==> src/rtl/pipe_control_unit_if.sv <==
// Fetch/decode handshake for pipe_control_unit: instruction fields toward
// decode, accept and PC-advance strobes back toward fetch.
interface pipe_control_unit_if;
    logic       instr_valid;
    logic [5:0] opcode;
    logic [5:0] funct;
    logic [4:0] rs;
    logic [4:0] rt;
    logic [4:0] rd;
    logic       instr_ready;
    logic       pc_en;

    modport master (
        output instr_valid, opcode, funct, rs, rt, rd,
        input  instr_ready, pc_en
    );

    modport slave (
        input  instr_valid, opcode, funct, rs, rt, rd,
        output instr_ready, pc_en
    );
endinterface

==> src/rtl/pipe_control_unit.sv <==
// Registered MIPS control unit: decodes the fetched instruction and carries the
// control word through STAGES registers with load-use interlock, freeze, flush and halt.
module pipe_control_unit #(
    parameter int unsigned STAGES    = 3,
    parameter bit          HAZARD_EN = 1'b1,
    parameter int unsigned CNT_W     = 16
) (
    input  logic                   CLK,
    input  logic                   RST,
    pipe_control_unit_if.slave     fe,
    input  logic                   stall_ext,
    input  logic                   flush,
    output logic [STAGES*28-1:0]   ctrl_q,
    output logic                   halted,
    output logic [CNT_W-1:0]       stall_count
);

    typedef enum logic [5:0] {
        OP_RTYPE = 6'h00, OP_J     = 6'h02, OP_JAL   = 6'h03, OP_BEQ  = 6'h04,
        OP_BNE   = 6'h05, OP_ADDI  = 6'h08, OP_ADDIU = 6'h09, OP_SLTI = 6'h0A,
        OP_SLTIU = 6'h0B, OP_ANDI  = 6'h0C, OP_ORI   = 6'h0D, OP_XORI = 6'h0E,
        OP_LUI   = 6'h0F, OP_LW    = 6'h23, OP_SW    = 6'h2B, OP_LL   = 6'h30,
        OP_SC    = 6'h38, OP_HALT  = 6'h3F
    } opcode_e;

    typedef enum logic [5:0] {
        FN_SLL  = 6'h00, FN_SRL = 6'h02, FN_JR  = 6'h08, FN_ADD = 6'h20,
        FN_ADDU = 6'h21, FN_SUB = 6'h22, FN_SUBU = 6'h23, FN_AND = 6'h24,
        FN_OR   = 6'h25, FN_XOR = 6'h26, FN_NOR = 6'h27, FN_SLT = 6'h2A,
        FN_SLTU = 6'h2B
    } funct_e;

    typedef enum logic [3:0] {
        ALU_ADD = 4'd0, ALU_SUB = 4'd1, ALU_AND = 4'd2, ALU_OR  = 4'd3,
        ALU_XOR = 4'd4, ALU_NOR = 4'd5, ALU_SLT = 4'd6, ALU_SLTU = 4'd7,
        ALU_SLL = 4'd8, ALU_SRL = 4'd9
    } alu_e;

    typedef struct packed {
        logic       pad;
        logic [4:0] wdest;
        logic       valid;
        logic       halt;
        logic       reg_wen;
        logic [1:0] bra;
        logic       check_over;
        logic       mem_read;
        logic       mem_write;
        logic       lui_src;
        logic       ext_src;
        logic [1:0] pc_src;
        logic [1:0] mem_to_reg;
        logic [1:0] reg_dst;
        logic [1:0] portb_src;
        logic [3:0] alu_op;
    } ctrl_t;

    opcode_e    op;
    funct_e     fn;
    ctrl_t      dec;
    logic       known;
    logic [4:0] dest;
    logic       reads_rt;
    logic       hazard;
    logic       take;
    logic       halt_seen;
    ctrl_t      stage_q [STAGES];
    ctrl_t      stage_d [STAGES];

    assign op = opcode_e'(fe.opcode);
    assign fn = funct_e'(fe.funct);

    always_comb begin
        dec           = '0;
        dec.portb_src = 2'b01;
        dec.reg_dst   = 2'b01;
        dec.reg_wen   = 1'b1;
        dec.valid     = 1'b1;
        known         = 1'b1;
        dest          = '0;
        case (op)
            OP_RTYPE: begin
                dec.portb_src = 2'b00;
                dec.reg_dst   = 2'b00;
                case (fn)
                    FN_SLL:  begin dec.portb_src = 2'b10; dec.alu_op = ALU_SLL; end
                    FN_SRL:  begin dec.portb_src = 2'b10; dec.alu_op = ALU_SRL; end
                    FN_JR:   begin dec.pc_src = 2'b11; dec.reg_wen = 1'b0; end
                    FN_ADD:  dec.check_over = 1'b1;
                    FN_ADDU: dec.alu_op = ALU_ADD;
                    FN_SUB:  begin dec.alu_op = ALU_SUB; dec.check_over = 1'b1; end
                    FN_SUBU: dec.alu_op = ALU_SUB;
                    FN_AND:  dec.alu_op = ALU_AND;
                    FN_OR:   dec.alu_op = ALU_OR;
                    FN_XOR:  dec.alu_op = ALU_XOR;
                    FN_NOR:  dec.alu_op = ALU_NOR;
                    FN_SLT:  dec.alu_op = ALU_SLT;
                    FN_SLTU: dec.alu_op = ALU_SLTU;
                    default: known = 1'b0;
                endcase
            end
            OP_J:     begin dec.pc_src = 2'b10; dec.reg_wen = 1'b0; end
            OP_JAL:   begin dec.pc_src = 2'b10; dec.reg_dst = 2'b10; dec.mem_to_reg = 2'b10; end
            OP_BEQ, OP_BNE: begin
                dec.alu_op    = ALU_SUB;
                dec.pc_src    = 2'b01;
                dec.portb_src = 2'b00;
                dec.bra       = (op == OP_BEQ) ? 2'b01 : 2'b10;
                dec.reg_wen   = 1'b0;
            end
            OP_ADDI:  begin dec.ext_src = 1'b1; dec.check_over = 1'b1; end
            OP_ADDIU: dec.ext_src = 1'b1;
            OP_SLTI:  begin dec.ext_src = 1'b1; dec.check_over = 1'b1; dec.alu_op = ALU_SLT; end
            OP_SLTIU: begin dec.ext_src = 1'b1; dec.alu_op = ALU_SLTU; end
            OP_ANDI:  dec.alu_op = ALU_AND;
            OP_ORI:   dec.alu_op = ALU_OR;
            OP_XORI:  dec.alu_op = ALU_XOR;
            OP_LUI:   begin dec.alu_op = ALU_OR; dec.lui_src = 1'b1; end
            OP_LW:    begin dec.ext_src = 1'b1; dec.mem_read = 1'b1; dec.mem_to_reg = 2'b01; end
            OP_SW:    begin dec.ext_src = 1'b1; dec.mem_write = 1'b1; dec.reg_wen = 1'b0; end
            OP_LL, OP_SC: dec.reg_wen = 1'b0;
            OP_HALT:  begin dec.halt = 1'b1; dec.reg_wen = 1'b0; end
            default:  known = 1'b0;
        endcase
        if (!known) begin
            dec       = '0;
            dec.valid = 1'b1;
        end
        case (dec.reg_dst)
            2'b00:   dest = fe.rd;
            2'b01:   dest = fe.rt;
            default: dest = 5'd31;
        endcase
        dec.wdest = dec.reg_wen ? dest : '0;
    end

    assign reads_rt = (op == OP_RTYPE) || (op == OP_BEQ) || (op == OP_BNE) || (op == OP_SW);
    assign hazard   = HAZARD_EN && stage_q[0].valid && stage_q[0].mem_read &&
                      (stage_q[0].wdest != '0) &&
                      ((stage_q[0].wdest == fe.rs) || ((stage_q[0].wdest == fe.rt) && reads_rt));

    assign fe.instr_ready = !stall_ext && !hazard && !halt_seen;
    assign fe.pc_en       = fe.instr_ready;

    // Freeze is applied at the register, so take only decides bubble vs decoded word.
    assign take = fe.instr_valid && !hazard && !flush && !halt_seen;

    always_comb begin
        stage_d[0] = take ? dec : '0;
        for (int unsigned k = 1; k < STAGES; k++) begin
            stage_d[k] = stage_q[k-1];
        end
    end

    always_ff @(posedge CLK) begin
        if (RST) begin
            for (int unsigned k = 0; k < STAGES; k++) begin
                stage_q[k] <= '0;
            end
            halt_seen   <= 1'b0;
            halted      <= 1'b0;
            stall_count <= '0;
        end else begin
            if (!stall_ext) begin
                stage_q <= stage_d;
                if (take && dec.halt) begin
                    halt_seen <= 1'b1;
                end
                if (stage_d[STAGES-1].halt && stage_d[STAGES-1].valid) begin
                    halted <= 1'b1;
                end
            end
            if (!fe.pc_en && !halted && (stall_count != '1)) begin
                stall_count <= stall_count + CNT_W'(1);
            end
        end
    end

    always_comb begin
        ctrl_q = '0;
        for (int unsigned k = 0; k < STAGES; k++) begin
            ctrl_q[28*k +: 28] = stage_q[k];
        end
    end

endmodule
==> src/flat_wrapper.sv <==
// flat-port wrapper written by rule: the top's interface ports become plain ports
module pipe_control_unit_flat 
#(
    parameter int unsigned STAGES    = 3,
    parameter bit          HAZARD_EN = 1'b1,
    parameter int unsigned CNT_W     = 16
)
  (CLK, RST, stall_ext, flush, ctrl_q, halted, stall_count, fe_instr_valid, fe_opcode, fe_funct, fe_rs, fe_rt, fe_rd, fe_instr_ready, fe_pc_en);
  pipe_control_unit_if fe_i ();
  input  logic CLK;
  input  logic RST;
  input  logic stall_ext;
  input  logic flush;
  output logic [STAGES*28-1:0] ctrl_q;
  output logic halted;
  output logic [CNT_W-1:0] stall_count;
  input wire logic [$bits(fe_i.instr_valid)-1:0] fe_instr_valid;
  input wire logic [$bits(fe_i.opcode)-1:0] fe_opcode;
  input wire logic [$bits(fe_i.funct)-1:0] fe_funct;
  input wire logic [$bits(fe_i.rs)-1:0] fe_rs;
  input wire logic [$bits(fe_i.rt)-1:0] fe_rt;
  input wire logic [$bits(fe_i.rd)-1:0] fe_rd;
  output wire logic [$bits(fe_i.instr_ready)-1:0] fe_instr_ready;
  output wire logic [$bits(fe_i.pc_en)-1:0] fe_pc_en;
  assign fe_i.instr_valid = fe_instr_valid;
  assign fe_i.opcode = fe_opcode;
  assign fe_i.funct = fe_funct;
  assign fe_i.rs = fe_rs;
  assign fe_i.rt = fe_rt;
  assign fe_i.rd = fe_rd;
  assign fe_instr_ready = fe_i.instr_ready;
  assign fe_pc_en = fe_i.pc_en;
  pipe_control_unit #(.STAGES(STAGES), .HAZARD_EN(HAZARD_EN), .CNT_W(CNT_W)) u_core (.CLK(CLK), .RST(RST), .fe(fe_i), .stall_ext(stall_ext), .flush(flush), .ctrl_q(ctrl_q), .halted(halted), .stall_count(stall_count));
endmodule
==> config.mk <==
export PLATFORM = sky130hd
export DESIGN_NAME = pipe_control_unit_flat
export DESIGN_NICKNAME = d
export VERILOG_FILES = /design/src/rtl/pipe_control_unit_if.sv /design/src/rtl/pipe_control_unit.sv /design/src/flat_wrapper.sv
export SDC_FILE = /design/constraint.sdc
export NUM_CORES = 1
export LEC_CHECK = 0
export BUFFER_PORTS_ARGS = -buffer_cell sky130_fd_sc_hd__buf_2
export CAP_MARGIN = 0
export CORE_MARGIN = 2
export CORE_UTILIZATION = 45
export DETAILED_ROUTE_END_ITERATION = 10
export PLACE_DENSITY = 0.73
export SLEW_MARGIN = 40
export SYNTH_ARGS = -nofsm -noshare
export SYNTH_HDL_FRONTEND = slang
export SYNTH_SLANG_ARGS = --single-unit
==> constraint.sdc <==
create_clock -name CLK -period 2.5 [get_ports CLK]
set_input_delay 0.5 -clock CLK [delete_from_list [all_inputs] [get_ports CLK]]
set_output_delay 0.5 -clock CLK [all_outputs]
set_load 0.05 [all_outputs]
==> Yosys cells after proc, flatten, opt, wreduce, memory -nomap -nowiden <==
Cells that the tools add are included.
{ "op_classes": {"n_mux": 25, "eq_ne": 33, "reduce_logical": 40, "add_sub_neg": 1, "n_bitwise": 1} }
{ "op_table": {"columns": ["cell", "count"], "rows": [
  ["$eq A6 B6 Y1 const B", 15],
  ["$eq A6 B4 Y1 const B", 9],
  ["$pmux W4 S9", 1],
  ["$pmux W4 S7", 1],
  ["$mux W27", 1],
  ["$mux W21", 1],
  ["$eq A6 B2 Y1 const B", 3],
  ["$reduce_or A17 Y1", 1],
  ["$add A16 B1 Y16 const B", 1],
  ["$ne A16 B16 Y1 const B", 1],
  ["$reduce_or A2 Y1", 7],
  ["$logic_and A1 B1 Y1", 13],
  ["$reduce_or A13 Y1", 1],
  ["$eq A6 B3 Y1 const B", 2],
  ["$logic_not A6 Y1", 2],
  ["$pmux W2 S2", 3],
  ["$eq A5 B5 Y1", 2],
  ["$pmux W5 S2", 1],
  ["$mux W1", 8],
  ["$mux W2", 4],
  ["$reduce_or A7 Y1", 1],
  ["$logic_not A1 Y1", 6],
  ["$pmux W1 S2", 3],
  ["$pmux W2 S3", 1],
  ["other kinds (8)", 12]
]} }
{ "word_totals": {"register_bits": 102, "output_inout_bits": 103, "word_cells": 151} }

==> Logic depth before layout (Yosys ltp) <==
Gate-level depths: netlist (run 1).
{ "logic_depth": {"depth_word": 13, "depth_mapped": 8, "mapped_depth_nobuf": 7} }

==> Worst setup path before layout (run 1) <==
Ideal clock, no wire load.
{ "synth_path": {"path_kind": "input to register", "startpoint": "in fe_opcode[3]", "endpoint": "reg u_core.stall_count[10]", "n_path_buf": 1, "required_time_ps": 2377, "path_stages": 7, "arrival_ps": 2377, "slack_ps": 0, "path_cell_list": "nand2_2 -> or3_4 -> a2111oi_4 -> nor2_2 -> buf_6 -> nor4_1 -> mux2_1"} }
{ "synth_via": {"elab_chain_len": 13, "word_cells_on_any_way": 16} }
{ "synth_lines": {"columns": ["element", "line", "rtl"], "rows": [
  ["start, declared", "flat_wrapper.sv:18", "input wire logic [$bits(fe_i.opcode)-1:0] fe_opcode;"],
  ["$eq A6 B3 Y1 or $logic_not A6 Y1 (tied branches)", "pipe_control_unit.sv:137", "assign reads_rt = (op == OP_RTYPE) || (op == OP_BEQ) || (op == OP_BNE) || (op == OP_SW);"],
  ["$logic_or A1 B1 Y1 (2 in series)", "pipe_control_unit.sv:137", null],
  ["$logic_or A1 B1 Y1 *", "pipe_control_unit.sv:137", null],
  ["$logic_and A1 B1 Y1 *", "pipe_control_unit.sv:140", "((stage_q[0].wdest == fe.rs) || ((stage_q[0].wdest == fe.rt) && reads_rt));"],
  ["$logic_or A1 B1 Y1 *", "pipe_control_unit.sv:140", null],
  ["$logic_and A1 B1 Y1 *", "pipe_control_unit.sv:139", "(stage_q[0].wdest != '0) &&"],
  ["$logic_not A1 Y1 *", "pipe_control_unit.sv:142", "assign fe.instr_ready = !stall_ext && !hazard && !halt_seen;"],
  ["$logic_and A1 B1 Y1 * (2 in series)", "pipe_control_unit.sv:142", null],
  ["named net fe_instr_ready", "flat_wrapper.sv:23", "output wire logic [$bits(fe_i.instr_ready)-1:0] fe_instr_ready;"],
  ["$logic_not A1 Y1 *", "pipe_control_unit.sv:173", "if (!fe.pc_en && !halted && (stall_count != '1)) begin"],
  ["$logic_and A1 B1 Y1 * (2 in series)", "pipe_control_unit.sv:173", null],
  ["end signal, assigned", "pipe_control_unit.sv:174", "stall_count <= stall_count + CNT_W'(1);"],
  ["end, declared", "pipe_control_unit.sv:15", "output logic [CNT_W-1:0] stall_count"]
]} }
The timed path passes the listed nets; every way through them passes the cells marked *.
A chain may end at the register's enable or synchronous reset.

==> Worst setup path in the final report (run 1) <==
{ "layout_path": {"startpoint": "reg u_core.stage_q, in the netlist u_core.ctrl_q[22]", "endpoint": "out fe_pc_en"} }
{ "layout_via": {"elab_chain_len": 7, "word_cells_on_any_way": 10} }
{ "layout_lines": {"columns": ["element", "line", "rtl"], "rows": [
  ["start, declared", "pipe_control_unit.sv:67", "ctrl_t stage_q [STAGES];"],
  ["start signal, assigned", "pipe_control_unit.sv:165", "stage_q <= stage_d;"],
  ["$eq A5 B5 Y1", "pipe_control_unit.sv:140", null],
  ["$logic_and A1 B1 Y1", "pipe_control_unit.sv:140", null],
  ["$logic_or A1 B1 Y1", "pipe_control_unit.sv:140", null],
  ["$logic_and A1 B1 Y1 *", "pipe_control_unit.sv:139", null],
  ["$logic_not A1 Y1 *", "pipe_control_unit.sv:142", null],
  ["$logic_and A1 B1 Y1 * (2 in series)", "pipe_control_unit.sv:142", null],
  ["end, declared", "flat_wrapper.sv:24", "output wire logic [$bits(fe_i.pc_en)-1:0] fe_pc_en;"]
]} }
Mark *: on every way between the ends. The rest lies on a longest branch, timed or not.

==> results of run 1 <==
## layout make-up
cell class | instances | area (um2) | share of cell area
Multi-Input combinational cell | 354 | 2400 | 0.414
Clock buffer | 9 | 124 | 0.0213
Clock inverter | 7 | 73.8 | 0.0127
Inverter | 8 | 30.0 | 0.00517
Sequential cell | 99 | 1990 | 0.342
Tap cell | 140 | 175 | 0.0302
Timing Repair Buffer | 173 | 1010 | 0.175
## per-stage QoR
stage / cell area [um2] / TNS [ps] / total power, mW
6_report: 5800 / -17.6 / 2.95
5_1_grt: 5800 / -246 / 3.07
4_1_cts: 5720 / -50.3 / 2.98
3_5_place_dp: 5430 / -393 / 1.94
3_3_place_gp: 5420 / -85.3 / 1.94
2_1_floorplan: 4900 / 0 / 1.85
## timing repair
item / CTS / global route
setup endpoints to repair: 7 / 23
resized for setup: 12 / 13
setup buffers: 6 / 3
pin swaps: 5 / 7
## kinds of logic after synthesis
logic type,synth area share
fa+ha+maj,0.00256
mux,0.130
xor+xnor,0.0233
flops,0.406
simple gates,0.187
compound gates,0.127
other cells,0.000769
buf+inv,0.123
## worst max-delay path by stage
stage                                        start                             endpoint  slack, ps  depth (start not counted)
CTS                 u_core.ctrl_q[22]$_SDFFE_PP0N_                       fe_instr_ready        -30                          5
global placement                      fe_opcode[1]       u_core.ctrl_q[15]$_SDFFE_PP0N_        -30                          9
detailed placement                    fe_opcode[5]  u_core.stall_count[10]$_SDFFE_PP0P_        -80                          7
global route        u_core.ctrl_q[23]$_SDFFE_PP0N_                             fe_pc_en       -100                          6
floorplan                             fe_opcode[2]       u_core.ctrl_q[14]$_SDFFE_PP0N_         10                          7
finish              u_core.ctrl_q[22]$_SDFFE_PP0N_                             fe_pc_en         -9                          6
## layer usage
metal | wire, um | vias up | GRT usage
met3 | 566 | 10 | 0.0289
li1 | - | 2045 | -
met2 | 5360 | 129 | 0.305
met4 | 111 | 0 | 0.0595
met1 | 5780 | 1977 | 0.290
met5 | 0 | - | 0
## cells in the final DEF (no fill, tap or decap), types with 6 or more instances in the layout
cell type  netlist  layout
buf_6            1       6
nor2b_1          7       7
o21ai_1          9       9
mux2i_1         59      59
xor2_1           6       6
a21oi_1         27      27
o31ai_1          8       8
nand2_1         36      36
nor4_1           8       6
nor2_1          80      80
or3_1            6       6
buf_2            3     128
buf_4           58      38
nand3_1         11      11
inv_1            8       8
dfxtp_1         99      95
clkbuf_8         0       9
nand4_1          7       7
nor3_1           6       6
o211ai_1         7       7
## tightest hold or removal path: cells and delay by family, from the launching register on
kind	cells	cell delay [ps]
and+or+nand+nor	1	60
AOI/OAI and AO/OA	1	50
DFF	1	330
## where the power goes
part	switching [mW]	leakage, nW	internal (mW)
clock network	0.563	0.100	0.468
registers	0.00863	0.800	1.58
logic	0.208	1.78	0.123
total	0.780	2.68	2.18
## registers in the layout (all words and copies together), names as in the netlist
signal              count
u_core.stall_count     16
u_core.halt_seen        1
u_core.halted           1
u_core.ctrl_q          81
## synth_stat cells (2+ instances only)
cell	count
buf_1	8
xor2_1	6
or3b_1	2
nor2_1	80
a221oi_1	5
nor3_1	6
a32o_1	2
nor2b_1	7
a22o_1	4
o311ai_0	2
buf_2	3
nand4_1	7
clkbuf_1	21
o211ai_1	7
mux2i_1	59
o21a_1	3
a21oi_1	27
buf_4	58
xnor2_1	7
mux2_1	4
o21ai_1	9
or3_1	6
o31ai_1	8
or4_1	7
inv_1	8
a2111oi_4	2
nand2_1	36
nand3_1	11
dfxtp_1	99
nand2b_1	5
nor4_1	8
o21ai_0	6
a21o_1	2
==> metrics.txt, run 1 <==
Post-Syn Area around 0.0049 mm2; pre-CTS setup slack -77.6 ps; Worst EP arrival 2010 ps; via count about 4200; Critical Path Max Stage Delay around 550 ps; Register-to-Register Path Depth 9; Seq/Total Area, Yosys 0.406; input/output buffers 131; status complete, but fails checks; WHS approximately 500 ps; largest net degree at the start of global routing 90; syn avg cell area a little under 9 um2; Skew-Pair Late Insertion Delay roughly 360 ps; crit path time final around 2500 ps; critical path fanouts, max 6; Yosys top cell area share 0.406; initial antenna violation count 0; cell taking the most area after synthesis dfxtp_1; P per Cell Area 509 mW/mm2; number of synthesis warnings 0; clock tree sinks 99; hold_buf cts 0; Total Wirelength approximately 12 mm; dominant synthesized flop cell dfxtp_1; root buf cell clkbuf_8; worst flop-to-flop path startpoint u_core.ctrl_q[22]$_SDFFE_PP0N_; fin cells 790; CP cell instances buf_4 -> xnor2_2 -> nand4_1 -> a2111oi_4 -> nor2_4 -> buf_6; post-DR wirelength/cell roughly 15 um; Residual DRC 0; layout cells sized above 1 0.332; row cnt 38; Final Max Tran Viols 0; initial drt markers about 310; Final WS setup -8.87 ps; max cap viols 0; TritonCTS clock tree done; Area Overhead vs Synth 19.0%; worst reg-to-reg setup slack ~20 ps; flops & latches, synth just under 100; CTS clock-pin slew for the worst setup and hold paths ~90 ps; transition time of the tightest slew-check pin approximately 770 ps; hold-critical path depth 2; # diodes 0; Achievable Freq 0.399 GHz; # IOs 135; Leak 2.68 nW; Worst Skew around 14 ps; Util after Layout 0.543; critical path type flop to primary output; Inst Count DP about 770; Initial Util 0.456; slew margin rel. 0.485; FF-to-FF End u_core.stall_count[10]$_SDFFE_PP0P_; via/cell ratio about 5.3; Critical Path Sink Type primary output; asr flop ratio synth 0; Fillers between 1000 and 1500; Buffers & Inverters on Critical Path 2; final net count 678; die height about 110 um; final hold vios 0; RSZ-0062 raised after global routing true; Final setup viols 2; Hold Path Origin u_core.ctrl_q[17]$_SDFFE_PP0N_; Crit path max-delay family compound AO/OA/AOI/OAI gates; Num CTS Buffers 9; failing checks negative setup slack; synth top area cells dfxtp_1 41%, mux2i_1 12%, buf_4 8.9%, nor2_1 6.2%, a21oi_1 2.8%; number of synthesized flops with an enable pin 0; die area 0.0117 mm2; H-tree depth 3; GR Util All Layers 0.199; Crit path required time roughly 2000 ps; Overflow after GRT 0; routability cong. roughly 0.9; worst min path class flop to flop; drt pass-1 iters 4; Max Root-Sink Buffers 2; Synth cell types 58; number of global-route vias before repair approximately 3700; Detailed Place HPWL between 8 and 9 mm; die width ~110 um; Routed Antenna Nets 0; core area about 0.011 mm2; Syn Inst Count 550; VDD IR-drop max between 0.0002 and 0.0003 V; first-pass GRT wire length about 19 mm; Min-Delay Endpoint u_core.ctrl_q[17]$_SDFFE_PP0N_; critical path startpoint category flop; final worst path period share 1.00; Crit-path slowest cell a2111oi_4
(Power assumes the default switching activity.)
==> run 2, diff against run 1 <==
--- a/config.mk
+++ b/config.mk
@@ -8,9 +8,10 @@
 export BUFFER_PORTS_ARGS = -buffer_cell sky130_fd_sc_hd__buf_2
 export CAP_MARGIN = 0
 export CORE_MARGIN = 2
-export CORE_UTILIZATION = 45
+export CORE_UTILIZATION = 47
 export DETAILED_ROUTE_END_ITERATION = 10
-export PLACE_DENSITY = 0.73
+export PLACE_DENSITY = 0.76
+export RECOVER_POWER = 100
 export SLEW_MARGIN = 40
 export SYNTH_ARGS = -nofsm -noshare
 export SYNTH_HDL_FRONTEND = slang
==> run 2 against run 1 <==
Net effect: the run ends with max-capacitance violations, max-slew violations, negative setup slack left; register-to-register slack gained 20 ps; global-route usage up 0.70 points; fmax down 0.28%; design area decreased by 3.3%; critical endpoint is now fe_instr_ready.
==> metrics.txt, run 2 (synthesized netlist as in run 1, its figures left out) <==
H-tree depth 3; input/output buffers between 100 and 150; sw frac 0.280; number of flip-flops in the largest register 81; Routed Antenna Nets 0; failing checks max-capacitance violations, max-slew violations, negative setup slack; worst flop-to-flop path startpoint u_core.ctrl_q[24]$_SDFFE_PP0N_; FF-to-FF End u_core.stall_count[9]$_SDFFE_PP0P_; Worst Skew 16.9 ps; Worst EP arrival between 2000 and 2500 ps; Buffers & Inverters on Critical Path 2; drt pass-1 iters 4; status complete, but fails checks; commonest non-fill, non-tap cells in the layout 98 x dfxtp_1, 94 x clkbuf_1, 80 x nor2_1; transition time of the tightest slew-check pin 2100 ps; die width between 100 and 150 um; largest net degree at the start of global routing 74; combinational share of power 0.114; Critical Path Max Stage Delay around 520 ps; VDD IR-drop max 0.000256 V; Setup TNS -27.2 ps; post-DR wirelength/cell approximately 15 um; hold_buf cts 0; root buf cell clkbuf_8; RSZ-0062 raised after global routing true; GR Util All Layers 0.206; number of global-route vias before repair ~3700; Crit path max-delay family simple AND/OR/NAND/NOR gates; row cnt 37; TritonCTS clock tree done; Num CTS Buffers 9; Skew-Pair Late Insertion Delay around 370 ps; Achievable Freq about 0.40 GHz; core area 0.0102 mm2; CP cell instances buf_4 -> xor2_1 -> or4_4 -> o21ai_2 -> nor2_4 -> buf_6; clock tree sinks 99; first-pass GRT wire length ~19 mm; worst reg-to-reg setup slack ~40 ps; Final setup viols 2; crit path time final 2520 ps; hold-critical path depth 2; Max Root-Sink Buffers 2; Clk pwr share 0.340; Final WS setup -15.9 ps; Initial Util 0.479; initial drt markers 191; initial antenna violation count 0; final worst path period share 1.01; Int Pwr ~2.1 mW; final hold vios 0; Hold Path Origin u_core.halt_seen$_SDFFE_PP0P_; # IOs 135; critical path fanouts, max 6; Residual DRC 0; Switch Pwr 0.817 mW; die area between 0.01 and 0.015 mm2; worst min path class flop to flop; fin cells roughly 800; # diodes 0; Inst Count DP between 700 and 800; P per Cell Area around 520 mW/mm2; Leak ~2.2 nW; layout cells sized above 1 0.179; critical path type flop to primary output; routability cong. 0.898; critical path startpoint category flop; instance count on the critical path 6; Reg power frac 0.546; Register-to-Register Path Depth 9; final net count ~680; Overflow after GRT 0; max cap viols 1; Area Overhead vs Synth 15.0%; Crit-path slowest cell or4_4; CTS clock-pin slew for the worst setup and hold paths about 100 ps; Detailed Place HPWL between 8 and 9 mm; via count ~4100; die height between 100 and 150 um; slew margin rel. -0.397; Final Max Tran Viols 74; Min-Delay Endpoint u_core.halt_seen$_SDFFE_PP0P_; Total Wirelength roughly 12 mm; Crit path required time about 2000 ps; via/cell ratio roughly 5.3; leading cell type in the layout, fill and taps excluded dfxtp_1; Critical Path Sink Type primary output
[run 2: changes by cell type in the layout (fill, tap and decap cells not counted), moves of 3 or more]
| cell | delta |
|---|---|
| buf_2 | -94 |
| buf_6 | -4 |
| clkbuf_1 | +94 |
| dfxtp_1 | +3 |
| dfxtp_2 | -3 |
| xnor2_1 | +3 |
| xnor2_2 | -3 |
[run 2: worst max path at each step]
| stage | start | slack, ps | end |
|---|---|---|---|
| 2_1_floorplan | fe_opcode[2] | 10 | u_core.ctrl_q[14]$_SDFFE_PP0N_ |
| 3_3_place_gp | u_core.ctrl_q[23]$_SDFFE_PP0N_ | 20 | u_core.ctrl_q[24]$_SDFFE_PP0N_ |
| 3_5_place_dp | u_core.ctrl_q[23]$_SDFFE_PP0N_ | -90 | u_core.ctrl_q[25]$_SDFFE_PP0N_ |
| 4_1_cts | u_core.ctrl_q[24]$_SDFFE_PP0N_ | -30 | fe_instr_ready |
| 5_1_grt | u_core.ctrl_q[24]$_SDFFE_PP0N_ | -70 | fe_instr_ready |
| 6_report | u_core.ctrl_q[24]$_SDFFE_PP0N_ | -20 | fe_instr_ready |
[run 2: worst register-to-register path, stage by stage (launching register included)]
cell     delay, ps
dfxtp_1        320
buf_4          170
xor2_1         160
or4_4          520
o21ai_2        220
buf_4          140
buf_4          110
o21ai_4         90
or4_1          500
a21oi_1        180
[run 2: repair_timing]
action,CTS,global route
endpoints found under the hold margin,0,0
resized for setup,10,8
endpoints found under the setup margin,7,13
pin swaps,3,4
setup buffers,4,1
[run 2: area by class of cell]
cell class	instances	area (um2)
repair buffers	171	871
fillers	983	4570
well taps	136	170
flip-flops and latches	99	1980
multi-input cells	354	2370
inverters	8	30.0
clock buffers	9	124
clock inverters	7	66.3
[run 2: stage by stage]
step	power, mW	area (um2)	hold slack (ps)	util	setup slack (ps)
4_1_cts	2.93	5690	473	0.559	-32.1
2_1_floorplan	1.85	4900	425	-	13.6
6_report	2.92	5610	479	0.551	-15.9
3_3_place_gp	1.94	5430	451	0.533	16.6
5_1_grt	3.03	5610	488	0.551	-72.0
3_5_place_dp	1.94	5440	462	0.534	-88.1
[run 2: metal layers]
layer	track usage	up-vias	wire length, um
met3	0.0315	21	591
met5	0	-	0
li1	-	2043	-
met2	0.318	151	5170
met1	0.288	1907	5680
met4	0.0855	0	232
[run 2: power by group through the flow]
stage,Combinational [mW],Sequential (mW),Clock (mW)
4_1_cts,0.324,1.59,1.02
6_report,0.331,1.59,0.993
3_3_place_gp,0.309,1.63,0
3_5_place_dp,0.315,1.63,0
2_1_floorplan,0.206,1.64,0
5_1_grt,0.357,1.59,1.08
